File: src/rtl/nonce_ctrl_if.sv
// Purpose: handshake bundle between the nonce sequencer and its neighbours
//          (comparator verdicts in, nonce/launch/status out).
// Signals:
//   start        request a new search
//   valid        comparator: current hash meets target
//   next         comparator: current hash fails, try the next nonce
//   nonce        nonce presented to the hash core
//   hash_start   one-cycle launch pulse for the hash core
//   busy         search in progress
//   found        golden nonce captured
//   done         search finished (found or exhausted)
//   golden_nonce nonce that produced valid
// Modports: slave = the sequencer, master = whoever drives start/verdicts.
interface nonce_ctrl_if #(
    parameter int NONCE_W = 32
) ();
    logic               start;
    logic               valid;
    logic               next;
    logic [NONCE_W-1:0] nonce;
    logic               hash_start;
    logic               busy;
    logic               found;
    logic               done;
    logic [NONCE_W-1:0] golden_nonce;

    modport master (
        output start, valid, next,
        input  nonce, hash_start, busy, found, done, golden_nonce
    );

    modport slave (
        input  start, valid, next,
        output nonce, hash_start, busy, found, done, golden_nonce
    );
endinterface

File: src/rtl/nonce_ctrl.sv
// Purpose: nonce sequencer sitting after the hash-target comparator. It
//          launches a hash on each nonce, steps to the next nonce on a miss,
//          captures the golden nonce on a hit and stops, or stops at
//          NONCE_MAX when the range is exhausted.
// Ports:
//   clk    single clock, rising edge
//   reset  asynchronous, active-low
//   bus    nonce_ctrl_if.slave (start/valid/next in; nonce, hash_start,
//          busy, found, done, golden_nonce out; all outputs registered)
// Build option: define TIMEOUT_EN to add a watchdog that re-launches the
//          same nonce after TIMEOUT_CYC silent cycles in WAIT.
module nonce_ctrl #(
    parameter int                 NONCE_W    = 32,
    parameter logic [NONCE_W-1:0] NONCE_INIT = {NONCE_W{1'b0}},
    parameter logic [NONCE_W-1:0] NONCE_MAX  = {NONCE_W{1'b1}}
`ifdef TIMEOUT_EN
    ,parameter int                TIMEOUT_CYC = 64
`endif
) (
    input logic         clk,
    input logic         reset,
    nonce_ctrl_if.slave bus
);

    typedef enum logic [2:0] {
        S_IDLE    = 3'd0,
        S_LAUNCH  = 3'd1,
        S_WAIT    = 3'd2,
        S_FOUND   = 3'd3,
        S_EXHAUST = 3'd4
    } state_t;

    state_t             state_r;
    state_t             state_nxt_s;

    logic [NONCE_W-1:0] nonce_r;
    logic [NONCE_W-1:0] golden_r;
    logic               hash_start_r;
    logic               busy_r;
    logic               found_r;
    logic               done_r;

    logic [NONCE_W-1:0] nonce_nxt_s;
    logic [NONCE_W-1:0] golden_nxt_s;
    logic               hash_start_nxt_s;
    logic               busy_nxt_s;
    logic               found_nxt_s;
    logic               done_nxt_s;

    logic               restart_s;
    logic               hit_s;
    logic               miss_s;
    logic               at_end_s;
    logic               exhaust_s;
    logic               advance_s;
    logic               timeout_s;

    // Start is honoured only when no search is running.
    assign restart_s = ((state_r == S_IDLE) || (state_r == S_FOUND) ||
                        (state_r == S_EXHAUST)) && bus.start;
    // Verdicts count only in WAIT; valid beats next when both arrive.
    assign hit_s     = (state_r == S_WAIT) && bus.valid;
    assign miss_s    = (state_r == S_WAIT) && !bus.valid && bus.next;
    // ">=" also covers NONCE_INIT above NONCE_MAX: the first miss ends it.
    assign at_end_s  = (nonce_r >= NONCE_MAX);
    assign exhaust_s = miss_s && at_end_s;
    assign advance_s = miss_s && !at_end_s;

`ifdef TIMEOUT_EN
    localparam int WD_W = $clog2(TIMEOUT_CYC + 1);

    logic [WD_W-1:0] wd_r;

    // Watchdog: counts WAIT cycles, cleared whenever we are not waiting.
    always_ff @(posedge clk or negedge reset) begin
        if (!reset) begin
            wd_r <= {WD_W{1'b0}};
        end else if (state_r == S_WAIT) begin
            wd_r <= wd_r + WD_W'(1);
        end else begin
            wd_r <= {WD_W{1'b0}};
        end
    end

    // Fires on the last silent WAIT cycle so LAUNCH+WAIT spans TIMEOUT_CYC+1.
    assign timeout_s = (state_r == S_WAIT) && !bus.valid && !bus.next &&
                       (wd_r == WD_W'(TIMEOUT_CYC - 1));
`else
    assign timeout_s = 1'b0;
`endif

    // State register.
    always_ff @(posedge clk or negedge reset) begin
        if (!reset) begin
            state_r <= S_IDLE;
        end else begin
            state_r <= state_nxt_s;
        end
    end

    // Next-state decode.
    always_comb begin
        state_nxt_s = state_r;
        case (state_r)
            S_IDLE, S_FOUND, S_EXHAUST: begin
                if (bus.start) begin
                    state_nxt_s = S_LAUNCH;
                end else begin
                    state_nxt_s = state_r;
                end
            end
            S_LAUNCH: begin
                state_nxt_s = S_WAIT;
            end
            S_WAIT: begin
                if (hit_s) begin
                    state_nxt_s = S_FOUND;
                end else if (exhaust_s) begin
                    state_nxt_s = S_EXHAUST;
                end else if (advance_s || timeout_s) begin
                    state_nxt_s = S_LAUNCH;
                end else begin
                    state_nxt_s = S_WAIT;
                end
            end
            default: begin
                state_nxt_s = S_IDLE;
            end
        endcase
    end

    // Next values of the registered outputs.
    always_comb begin
        nonce_nxt_s      = nonce_r;
        golden_nxt_s     = golden_r;
        found_nxt_s      = found_r;
        done_nxt_s       = done_r;
        hash_start_nxt_s = (state_nxt_s == S_LAUNCH);
        busy_nxt_s       = (state_nxt_s == S_LAUNCH) || (state_nxt_s == S_WAIT);
        if (restart_s) begin
            nonce_nxt_s = NONCE_INIT;
            found_nxt_s = 1'b0;
            done_nxt_s  = 1'b0;
        end else if (hit_s) begin
            golden_nxt_s = nonce_r;
            found_nxt_s  = 1'b1;
            done_nxt_s   = 1'b1;
        end else if (exhaust_s) begin
            found_nxt_s = 1'b0;
            done_nxt_s  = 1'b1;
        end else if (advance_s) begin
            nonce_nxt_s = nonce_r + NONCE_W'(1);
        end else begin
            nonce_nxt_s = nonce_r;
        end
    end

    // Output registers.
    always_ff @(posedge clk or negedge reset) begin
        if (!reset) begin
            nonce_r      <= {NONCE_W{1'b0}};
            golden_r     <= {NONCE_W{1'b0}};
            hash_start_r <= 1'b0;
            busy_r       <= 1'b0;
            found_r      <= 1'b0;
            done_r       <= 1'b0;
        end else begin
            nonce_r      <= nonce_nxt_s;
            golden_r     <= golden_nxt_s;
            hash_start_r <= hash_start_nxt_s;
            busy_r       <= busy_nxt_s;
            found_r      <= found_nxt_s;
            done_r       <= done_nxt_s;
        end
    end

    assign bus.nonce        = nonce_r;
    assign bus.golden_nonce = golden_r;
    assign bus.hash_start   = hash_start_r;
    assign bus.busy         = busy_r;
    assign bus.found        = found_r;
    assign bus.done         = done_r;

endmodule

File: src/flat_wrapper.sv
// flat-port wrapper written by rule: the top's interface ports become plain ports
module nonce_ctrl_flat 
#(
    parameter int                 NONCE_W    = 32,
    parameter logic [NONCE_W-1:0] NONCE_INIT = {NONCE_W{1'b0}},
    parameter logic [NONCE_W-1:0] NONCE_MAX  = {NONCE_W{1'b1}}

)
  (clk, reset, bus_start, bus_valid, bus_next, bus_nonce, bus_hash_start, bus_busy, bus_found, bus_done, bus_golden_nonce);
  nonce_ctrl_if #(.NONCE_W(NONCE_W)) bus_i ();
  input logic clk;
  input logic reset;
  input wire logic [$bits(bus_i.start)-1:0] bus_start;
  input wire logic [$bits(bus_i.valid)-1:0] bus_valid;
  input wire logic [$bits(bus_i.next)-1:0] bus_next;
  output wire logic [$bits(bus_i.nonce)-1:0] bus_nonce;
  output wire logic [$bits(bus_i.hash_start)-1:0] bus_hash_start;
  output wire logic [$bits(bus_i.busy)-1:0] bus_busy;
  output wire logic [$bits(bus_i.found)-1:0] bus_found;
  output wire logic [$bits(bus_i.done)-1:0] bus_done;
  output wire logic [$bits(bus_i.golden_nonce)-1:0] bus_golden_nonce;
  assign bus_i.start = bus_start;
  assign bus_i.valid = bus_valid;
  assign bus_i.next = bus_next;
  assign bus_nonce = bus_i.nonce;
  assign bus_hash_start = bus_i.hash_start;
  assign bus_busy = bus_i.busy;
  assign bus_found = bus_i.found;
  assign bus_done = bus_i.done;
  assign bus_golden_nonce = bus_i.golden_nonce;
  nonce_ctrl #(.NONCE_W(NONCE_W), .NONCE_INIT(NONCE_INIT), .NONCE_MAX(NONCE_MAX)) u_core (.clk(clk), .reset(reset), .bus(bus_i));
endmodule
File: config.mk
export PLATFORM = sky130hd
export DESIGN_NAME = nonce_ctrl_flat
export DESIGN_NICKNAME = d
export VERILOG_FILES = /design/src/rtl/nonce_ctrl_if.sv /design/src/rtl/nonce_ctrl.sv /design/src/flat_wrapper.sv
export SDC_FILE = /design/constraint.sdc
export NUM_CORES = 1
export LEC_CHECK = 0
export BUFFER_PORTS_ARGS = -buffer_cell sky130_fd_sc_hd__buf_2
export CORE_MARGIN = 2
export CORE_UTILIZATION = 35
export CTS_BUF_LIST = sky130_fd_sc_hd__clkbuf_16
export CTS_CLUSTER_SIZE = 28
export DETAILED_ROUTE_END_ITERATION = 8
export SLEW_MARGIN = 40
export SYNTH_ARGS = -nofsm -noshare
export SYNTH_HDL_FRONTEND = slang
export SYNTH_SLANG_ARGS = --single-unit
export TNS_END_PERCENT = 50
File: constraint.sdc
create_clock -name clk -period 2.14 [get_ports clk]
set_input_delay 0.321 -clock clk [delete_from_list [all_inputs] [get_ports clk]]
set_output_delay 0.321 -clock clk [all_outputs]
set_load 0.01 [all_outputs]
==> results of run 1 <==
[worst register-to-register path: stages (launching register included)]
cell and delay (ns):
dfrtp_1 0.40, ha_2 0.20, and4_1 0.22, nand3_1 0.11, o31ai_1 0.07, buf_4 0.17
or4_2 0.66, a21oi_2 0.15
[cells by family (layout without fill, tap and decap cells)]
logic type | after synthesis | after routing
AND/OR/NAND/NOR | 114 | 114
flip-flops | 71 | 71
AO/OA/AOI/OAI | 60 | 60
multiplexers | 36 | 36
buffers and inverters | 19 | 142
XOR/XNOR | 3 | 3
adder cells (fa/ha/maj) | 1 | 1
[state kept, by name (all words and copies together), names as in the netlist]
register / cells
u_core.bus.busy: 1
u_core.bus.done: 1
u_core.bus.found: 1
u_core.bus.golden_nonce: 32
u_core.bus.hash_start: 1
u_core.bus.nonce: 32
u_core.state_r: 3
[how the worst max path moves through the flow]
stage,cells after the start,slack (ns),end,start
2_1_floorplan,7,-0.01,u_core.bus.nonce[27],u_core.bus.nonce[4]
3_3_place_gp,7,0.11,u_core.bus.nonce[19],u_core.bus.nonce[0]
3_5_place_dp,6,0.05,u_core.bus.nonce[27],u_core.state_r[2]
4_1_cts,6,0.05,u_core.bus.nonce[27],u_core.state_r[2]
5_1_grt,7,-0.005,u_core.bus.nonce[19],u_core.bus.nonce[0]
6_report,7,0.09,u_core.bus.nonce[19],u_core.bus.nonce[0]
[power by group through the flow]
stage	Sequential (mW)	Combinational, mW	Clock [mW]
floorplan	1.54	0.391	0
global placement	1.49	0.760	0
detailed placement	1.49	0.779	0
CTS	1.47	0.783	1.30
global route	1.48	0.884	1.36
finish	1.47	0.791	1.27
[metal layers]
metal | share of wire, % | track usage (%) | up-vias | wire [µm]
met5 | 0 | 0 | - | 0
met4 | 1.3 | 5.51 | 0 | 105
met3 | 4.9 | 4.00 | 11 | 410
met2 | 46 | 26.6 | 70 | 3830
met1 | 48 | 23.4 | 1410 | 3940
li1 | - | - | 1370 | -
[cell type report]
type,instances,area [µm²]
fillers,886,4770
flip-flops and latches,71,1780
multi-input cells,214,1480
repair buffers,125,788
clock buffers,9,225
well taps,129,161
clock inverters,5,20.0
inverters,3,11.3
[Yosys cell counts (all sizes together) (5+ instances only)]
master,n,area (µm²)
a21oi,22,110
and3,10,67.6
buf,5,27.5
clkbuf,10,41.3
dfrtp,71,1780
mux2,32,360
nand2,29,109
nand3,12,60.1
nand4,8,65.1
nor2,15,56.3
o21ai,13,65.1
o31ai,9,67.6
or3,12,77.6
or4,8,62.6
[through the flow]
step                      util, %  setup TNS [ns]
final                        48.3               0
after global routing         48.3        -0.00524
after CTS                    47.9               0
after detailed placement     45.1               0
after global placement       45.1               0
after floorplan                 -         -0.0234
[cells in the final DEF, fill, tap and decap left out, types with 2 or more instances in the layout]
master,count
a21oi_1,21
a31o_2,2
a31oi_1,4
a41o_1,4
and2_1,2
and3_1,5
and3_2,3
and3_4,2
and4_1,3
buf_12,2
buf_2,71
buf_4,51
clkbuf_16,9
clkinv_1,3
dfrtp_1,69
dfrtp_2,2
inv_1,4
mux2_2,32
mux2i_1,4
nand2_1,29
nand2b_1,3
nand3_1,12
nand4_1,7
nor2_1,15
nor3_1,4
nor3b_1,2
o21ai_0,13
o31ai_1,9
or3_1,10
or3_2,2
or4_1,5
or4_2,2
xnor2_1,2
[timing repair]
| item | CTS | global route |
|---|---|---|
| resized for setup | 0 | 5 |
| hold buffers | 1 | 0 |
| hold endpoints to repair | 26 | 0 |
| buffers inserted | 0 | 3 |
| endpoints found under the setup margin | 0 | 4 |
==> flow_summary.toml, run 1 <==
[timing]
finalSetupViolCount = 0
worst_hold_slack_ns = 0.349
tightestPinTransition_ns = 0.445
fin_skew_ns = 0.00704
drv_slew = 0
fmax_mhz = 489
hold_viol_final = 0
period_minus_slack_ns = 2.05
maxSlewHeadroom_pct = 70.1
fin_ws_ns = 0.0943
period_share_pct = 95.6

[worst_setup_path]
startpoint_type = "flop"
r2r_cells = 7
slowest_delay_ns = 0.66
required_ns = 2.40
critical_path_class = "flop to flop"
cp_slowest_cell = "or4_2"
ff2ff_setup_slack_ns = 0.09
worstReg2RegStart = "u_core.bus.nonce[0]"
crit_chain = "ha_2 > and4_1 > nand3_1 > o31ai_1 > buf_4 > or4_2 > a21oi_2"
crit_fanout = 11
worst-endpoint-arrival_ns = 2.31
crit_path_end_kind = "flop"
critPathBufInv = 1
reg2reg_to = "u_core.bus.nonce[19]"
critical-path-top-delay-family = "simple AND/OR/NAND/NOR gates"

[routing]
vias = 2861
drt-total-wl_um = 8290
route.antenna.remaining_nets = 0
via_per_inst = 5.15
wl_per_cell_um = 14.9
drt_iter0_markers = 136
drt_pass1_iterations = 4
drcViolationCount = 0

[synth]
ys_types = 45
synth_flop_cell = "dfrtp_1"
synth-seq-cells = 71
synth_fa_ha_area_share_pct = 0.376
synth-simple-area-share_pct = 19.3
yosys_warnings = 0
synth_xor_area_share_pct = 0.790
yosysSeqAreaShare_pct = 53.4
synth_area_um2 = 3320
synth_top_family_by_area = "simple AND/OR/NAND/NOR gates"
synth_nets = 310
synth-edff-count = 0
synthCells = 304
muxShareOfSynthArea_pct = 12.0
avgSynthCellArea_um2 = 10.9
synth_compound_area_share_pct = 11.3
synthArstFlopShare_pct = 100

[final_layout]
drive_gt1_share_pct = 43.8
final_cells = 556
nets = 430
area_growth_pct = 34.3
diodes = 0
final_cell_area_um2 = 4470

[clock_network]
htreeDepth = 3
cts_sinks = 71
clkTransAtPathRegs_ns = 0.05
tritoncts = "done"
insertion_delay_ns = 0.33
clk_path_buf_depth = 2
cts-root-buf = "clkbuf_16"
cts_buffers = 9

[die]
fp.dieH_um = 101
coreArea_um2 = 9240
placementRows = 35
start_util_pct = 36.0
die-area_um2 = 10300
die_x_um = 101
ios = 73

[pwr]
combPwrFrac_pct = 22.4
total_power_mw = 3.53
internal_power_mw = 2.51
clockPowerShare_pct = 35.9
power.density_nw_per_um2 = 790
p_sw_share_pct = 28.7
irDropWorstVdd_mv = 0.365
p_leak_nw = 2.31
pwr-share-seq_pct = 41.6
switchingPower_mw = 1.01

[placement]
place_inst = 538
routabilityCongestion = 0.856
port-buffer-count = 72
dp_hpwl_um = 6040
postPlaceCellArea_um2 = 4170
post-place-ws_ns = 0.0539

[grt]
grt_max_degree = 46
grt_overflow = 0
grt_pass1_wl_um = 13500
antenna_found_initial = 0
grt_pass1_vias = 2653
grtUsageTotal_pct = 17.0

[hold_path]
min_from = "bus_start"
hold_depth = 3
hp-class = "input port to flop"
holdPathEnd = "u_core.state_r[2]"

[run]
max-cap-violations = 0

[status]
status = "finished, final reports clean"
Power figures use the tool's default switching activity.
==> run 2, diff against run 1 <==
CORE_ASPECT_RATIO = 1.2   (was default)
SKIP_LAST_GASP = 1   (was default)
clock period = 1.8 ns   (was 2.14 ns; I/O delays follow)
==> run 2 against run 1 <==
The run now ends with setup timing left. Routed wire length rose by 13%. Sequential share of layout area fell by 4.9 points. Maximum frequency rose by 3.0%. Largest cell class unchanged. Largest power group is now clock. Clock skew barely moved.
==> flow_summary.toml, run 2 (synthesized netlist as in run 1, its figures left out) <==
[status]
status = "complete, but fails checks"
failed_checks = "setup timing"

[die]
die-area_um2 = 10300
start_util_pct = 36.4
fp.dieH_um = 111
coreArea_um2 = 9130
die_x_um = 93.0
ios = 73
placementRows = 38

[routing]
top_layer_used = "met4"
via_per_inst = 5.21
wl_per_cell_um = 15.9
drt_pass1_iterations = 4
route.antenna.remaining_nets = 0
drt_iter0_markers = 134
drcViolationCount = 0
wl_met2_um = 4870
vias = 3082
wl_met1_um = 4020
drt-total-wl_um = 9400
route.met3.wl_um = 343

[grt]
grt_pass1_wl_um = 15600
grtUsageTotal_pct = 18.9
grt_overflow = 0
grt_max_degree = 27
grt_pass1_vias = 3126
antenna_found_initial = 0

[clock_network]
tritoncts = "done"
htreeDepth = 3
cts_sinks = 71
cts-root-buf = "clkbuf_16"
insertion_delay_ns = 0.33
clkTransAtPathRegs_ns = 0.06
cts_buffers = 9
clk_path_buf_depth = 2

[worst_setup_path]
worst-endpoint-arrival_ns = 2.25
slowest_delay_ns = 0.52
required_ns = 2.06
crit_path_end_kind = "flop"
endpoint = "u_core.bus.nonce[29]"
startpoint_type = "flop"
crit_fanout = 5
cp_slowest_cell = "or4_1"
crit_chain = "nor3b_2 > buf_4 > nand2_1 > or4_4 > or4_1 > a21oi_2"
crit_start = "u_core.state_r[0]"
worstReg2RegStart = "u_core.state_r[0]"
critical_path_class = "flop to flop"
r2r_cells = 6
reg2reg_to = "u_core.bus.nonce[29]"
ff2ff_setup_slack_ns = -0.19

[timing]
drv_slew = 0
maxSlewHeadroom_pct = 68.0
tightestPinTransition_ns = 0.477
worst_hold_slack_ns = 0.297
period_minus_slack_ns = 1.99
hold_viol_final = 0
fmax_mhz = 503
rsz0062_at_grt = "yes"
period_share_pct = 110
setup-tns-final_ns = -1.89
finalSetupViolCount = 24
fin_ws_ns = -0.187
fin_skew_ns = 0.00715

[hold_path]
hold_depth = 3
hp-class = "input port to flop"

[placement]
port-buffer-count = 72
routabilityCongestion = 0.865
dp_hpwl_um = 6650

[pwr]
irDropWorstVdd_mv = 0.489
power.density_nw_per_um2 = 933
p_leak_nw = 2.59

[final_layout]
multiInputGateArea_um2 = 1680
diodes = 0
nets = 473
drive_gt1_share_pct = 57.4
fillers = 805
most-common-layout-cells = "buf_4, buf_2, dfrtp_1, mux2_2, nand2_1"
seq_area_um2 = 1780
final_common_cell = "buf_4"
area_growth_pct = 53.6

[run]
max-cap-violations = 0
-- run 2: changes by cell type in the layout (fill, tap and decap cells not counted), sizes merged --
cell | previous run | this run
inv | 4 | 3
buf | 124 | 167
clkinvlp | 0 | 1
bufinv | 0 | 2
-- run 2: report_power, final --
part | switching, mW | total [mW] | internal (mW)
Sequential | 0.0594 | 1.76 | 1.70
Combinational | 0.600 | 1.13 | 0.529
Clock | 0.673 | 1.88 | 1.20
Total | 1.33 | 4.76 | 3.43
-- run 2: area by class of cell --
type                    instances  share of cell area [%]
clock inverters                 7                    1.72
repair buffers                168                    22.9
multi-input cells             214                    32.9
inverters                       3                   0.221
flip-flops and latches         71                    34.9
clock buffers                   9                    4.41
well taps                     120                    2.94
-- run 2: worst min path at each step --
stage / start / slack (ns) / to
finish: bus_start / 0.30 / u_core.state_r[2]
global route: bus_start / 0.32 / u_core.state_r[2]
CTS: bus_start / 0.29 / u_core.state_r[2]
detailed placement: reset / 0.17 / u_core.bus.golden_nonce[0]
global placement: reset / 0.17 / u_core.bus.golden_nonce[0]
floorplan: reset / -0.03 / u_core.bus.busy
-- run 2: per-stage QoR --
stage	instance area (µm²)	total power, mW	std cells	utilization (%)	worst slack, ns
detailed placement	4450	2.78	560	48.7	-0.344
finish	5100	4.76	592	55.9	-0.187
floorplan	3370	2.30	304	-	-0.352
global placement	4450	2.74	560	48.7	-0.222
global route	5100	4.98	592	55.9	-0.243
CTS	4910	4.73	585	53.8	-0.142
-- run 2: timing repair --
item | in CTS | in global routing
endpoints found under the hold margin | 17 | 0
pin swaps | 5 | 17
setup buffers | 8 | 6
gates resized for setup | 20 | 39
gates cloned | 0 | 1
setup endpoints to repair | 32 | 35
hold buffers | 1 | 0
-- run 2: worst max-delay path, delay by kind of cell, from the launching register on --
| family | cells | cell delay (ns) |
|---|---|---|
| simple gates | 4 | 1.26 |
| flops | 1 | 0.39 |
| buf+inv | 1 | 0.14 |
| compound gates | 1 | 0.14 |
-- run 2: metal layers --
metal | vias up | GRT usage [%]
li1 | 1458 | -
met1 | 1542 | 24.0
met2 | 68 | 31.3
met3 | 14 | 3.54
met5 | - | 0
met4 | 0 | 7.84
==> run 3, diff against run 2 <==
clock period = 2.5 ns   (was 1.8 ns; I/O delays follow)
==> run 3 against run 2 <==
The run now ends clean. Hold slack got worse by 0.25 ns. Count of clock-buffer cells in the layout unchanged. Via count down 12%. Sequential share of layout area is 8.3 points higher. Utilization down 11 points. Clock power shrank 42%. Critical path depth decreased by 1. Routed wire length fell by 15%. Worst setup slack improved by 0.34 ns.
==> flow_summary.toml, run 3 (synthesized netlist as in run 1, its figures left out) <==
[timing]
drv_slew = 0
period_share_pct = 93.7
hold_viol_final = 0
rsz0062_at_grt = "no"
worst_hold_slack_ns = 0.0512
maxSlewHeadroom_pct = 56.1
fin_skew_ns = 0.00472
fmax_mhz = 427
tightestPinTransition_ns = 0.658
period_minus_slack_ns = 2.34
fin_ws_ns = 0.157
setup-tns-final_ns = 0
finalSetupViolCount = 0

[worst_setup_path]
critical-path-top-delay-family = "simple AND/OR/NAND/NOR gates"
cp_slowest_cell = "or4_1"
worst-endpoint-arrival_ns = 2.60
slowest_delay_ns = 0.67
ff2ff_setup_slack_ns = 0.16
critPathBufInv = 0
crit_path_end_kind = "flop"
crit_fanout = 8
crit_chain = "and3_1 > nand2_1 > or4_1 > or4_1 > a21oi_1"
crit_top_cell = "or4_1"
required_ns = 2.75
critical_path_class = "flop to flop"
startpoint_type = "flop"

[grt]
grt_overflow = 0
antenna_found_initial = 0
grtUsageTotal_pct = 16.3
grt_max_degree = 72
grt_pass1_wl_um = 13200
grt_pass1_vias = 2583

[die]
coreArea_um2 = 9130
ios = 73
die-area_um2 = 10300
fp.dieH_um = 111
die_x_um = 93.0
start_util_pct = 36.4
placementRows = 38

[clock_network]
hold_buffers = 0
insertion_delay_ns = 0.33
ctsResizeCount = 0
htreeDepth = 3
clkTransAtPathRegs_ns = 0.05
cts-root-buf = "clkbuf_16"
cts_sinks = 71
clk_path_buf_depth = 2
tritoncts = "done"
cts_buffers = 9
cts_setup_buffers = 0

[final_layout]
final_util_pct = 45.0
nets = 389
diodes = 0
area_growth_pct = 23.6
fillers = 901
most-common-layout-cells = "buf_2, dfrtp_1, mux2_2, nand2_1, a21oi_1"
drive_gt1_share_pct = 36.3

[pwr]
total_power_mw = 2.93
power.density_nw_per_um2 = 713
p_leak_nw = 2.11
irDropWorstVdd_mv = 0.336

[placement]
port-buffer-count = 72
routabilityCongestion = 0.783
post-place-ws_ns = 0.202
dp_hpwl_um = 5480

[routing]
drt-total-wl_um = 7950
route.antenna.remaining_nets = 0
drt_pass1_iterations = 4
drcViolationCount = 0
via_per_inst = 5.33
vias = 2697
drt_iter0_markers = 154
wl_per_cell_um = 15.7

[status]
status = "finished, final reports clean"

[hold_path]
hp-class = "input port to async pin"

[run]
max-cap-violations = 0
## run 3: cell types whose count changed in the layout (fill, tap and decap cells not counted), sizes merged
cell	previous run	this run
buf	167	84
bufinv	2	0
clkinv	4	3
clkinvlp	1	0
dlygate4sd3	1	0
inv	3	5
## run 3: final cells by class
class	count	area, µm²	area share (%)
Clock buffer	9	225	5.48
Clock inverter	5	20.0	0.487
Inverter	3	11.3	0.274
Multi-Input combinational cell	214	1460	35.4
Sequential cell	71	1780	43.2
Tap cell	120	150	3.65
Timing Repair Buffer	84	469	11.4
## run 3: power by group
group | switching [mW] | internal (mW)
clock | 0.445 | 0.643
combinational | 0.348 | 0.223
sequential | 0.0504 | 1.22
## run 3: worst paths after layout
path,from,to,cells past startpoint
worst min-delay path,reset,u_core.bus.golden_nonce[12],1
min in group clk,bus_next,u_core.state_r[0],3
max in group asynchronous,reset,u_core.bus.golden_nonce[0],1
worst max-delay path,u_core.bus.nonce[13],u_core.bus.nonce[27],5
worst max register to register,u_core.bus.nonce[13],u_core.bus.nonce[27],5
worst min register to register,u_core.bus.golden_nonce[31],u_core.bus.golden_nonce[31],1
## run 3: through the flow
| step | cell area (µm²) | std cells |
|---|---|---|
| after floorplan | 3320 | 304 |
| after global placement | 3860 | 492 |
| after detailed placement | 3860 | 492 |
| after CTS | 4110 | 506 |
| after global routing | 4110 | 506 |
| final | 4110 | 506 |
## run 3: layer usage
| layer | track usage, % | part of all wire [%] |
|---|---|---|
| met5 | 0 | 0 |
| met4 | 7.06 | 1.7 |
| met3 | 3.81 | 5.2 |
| met2 | 26.5 | 49 |
| met1 | 20.7 | 44 |
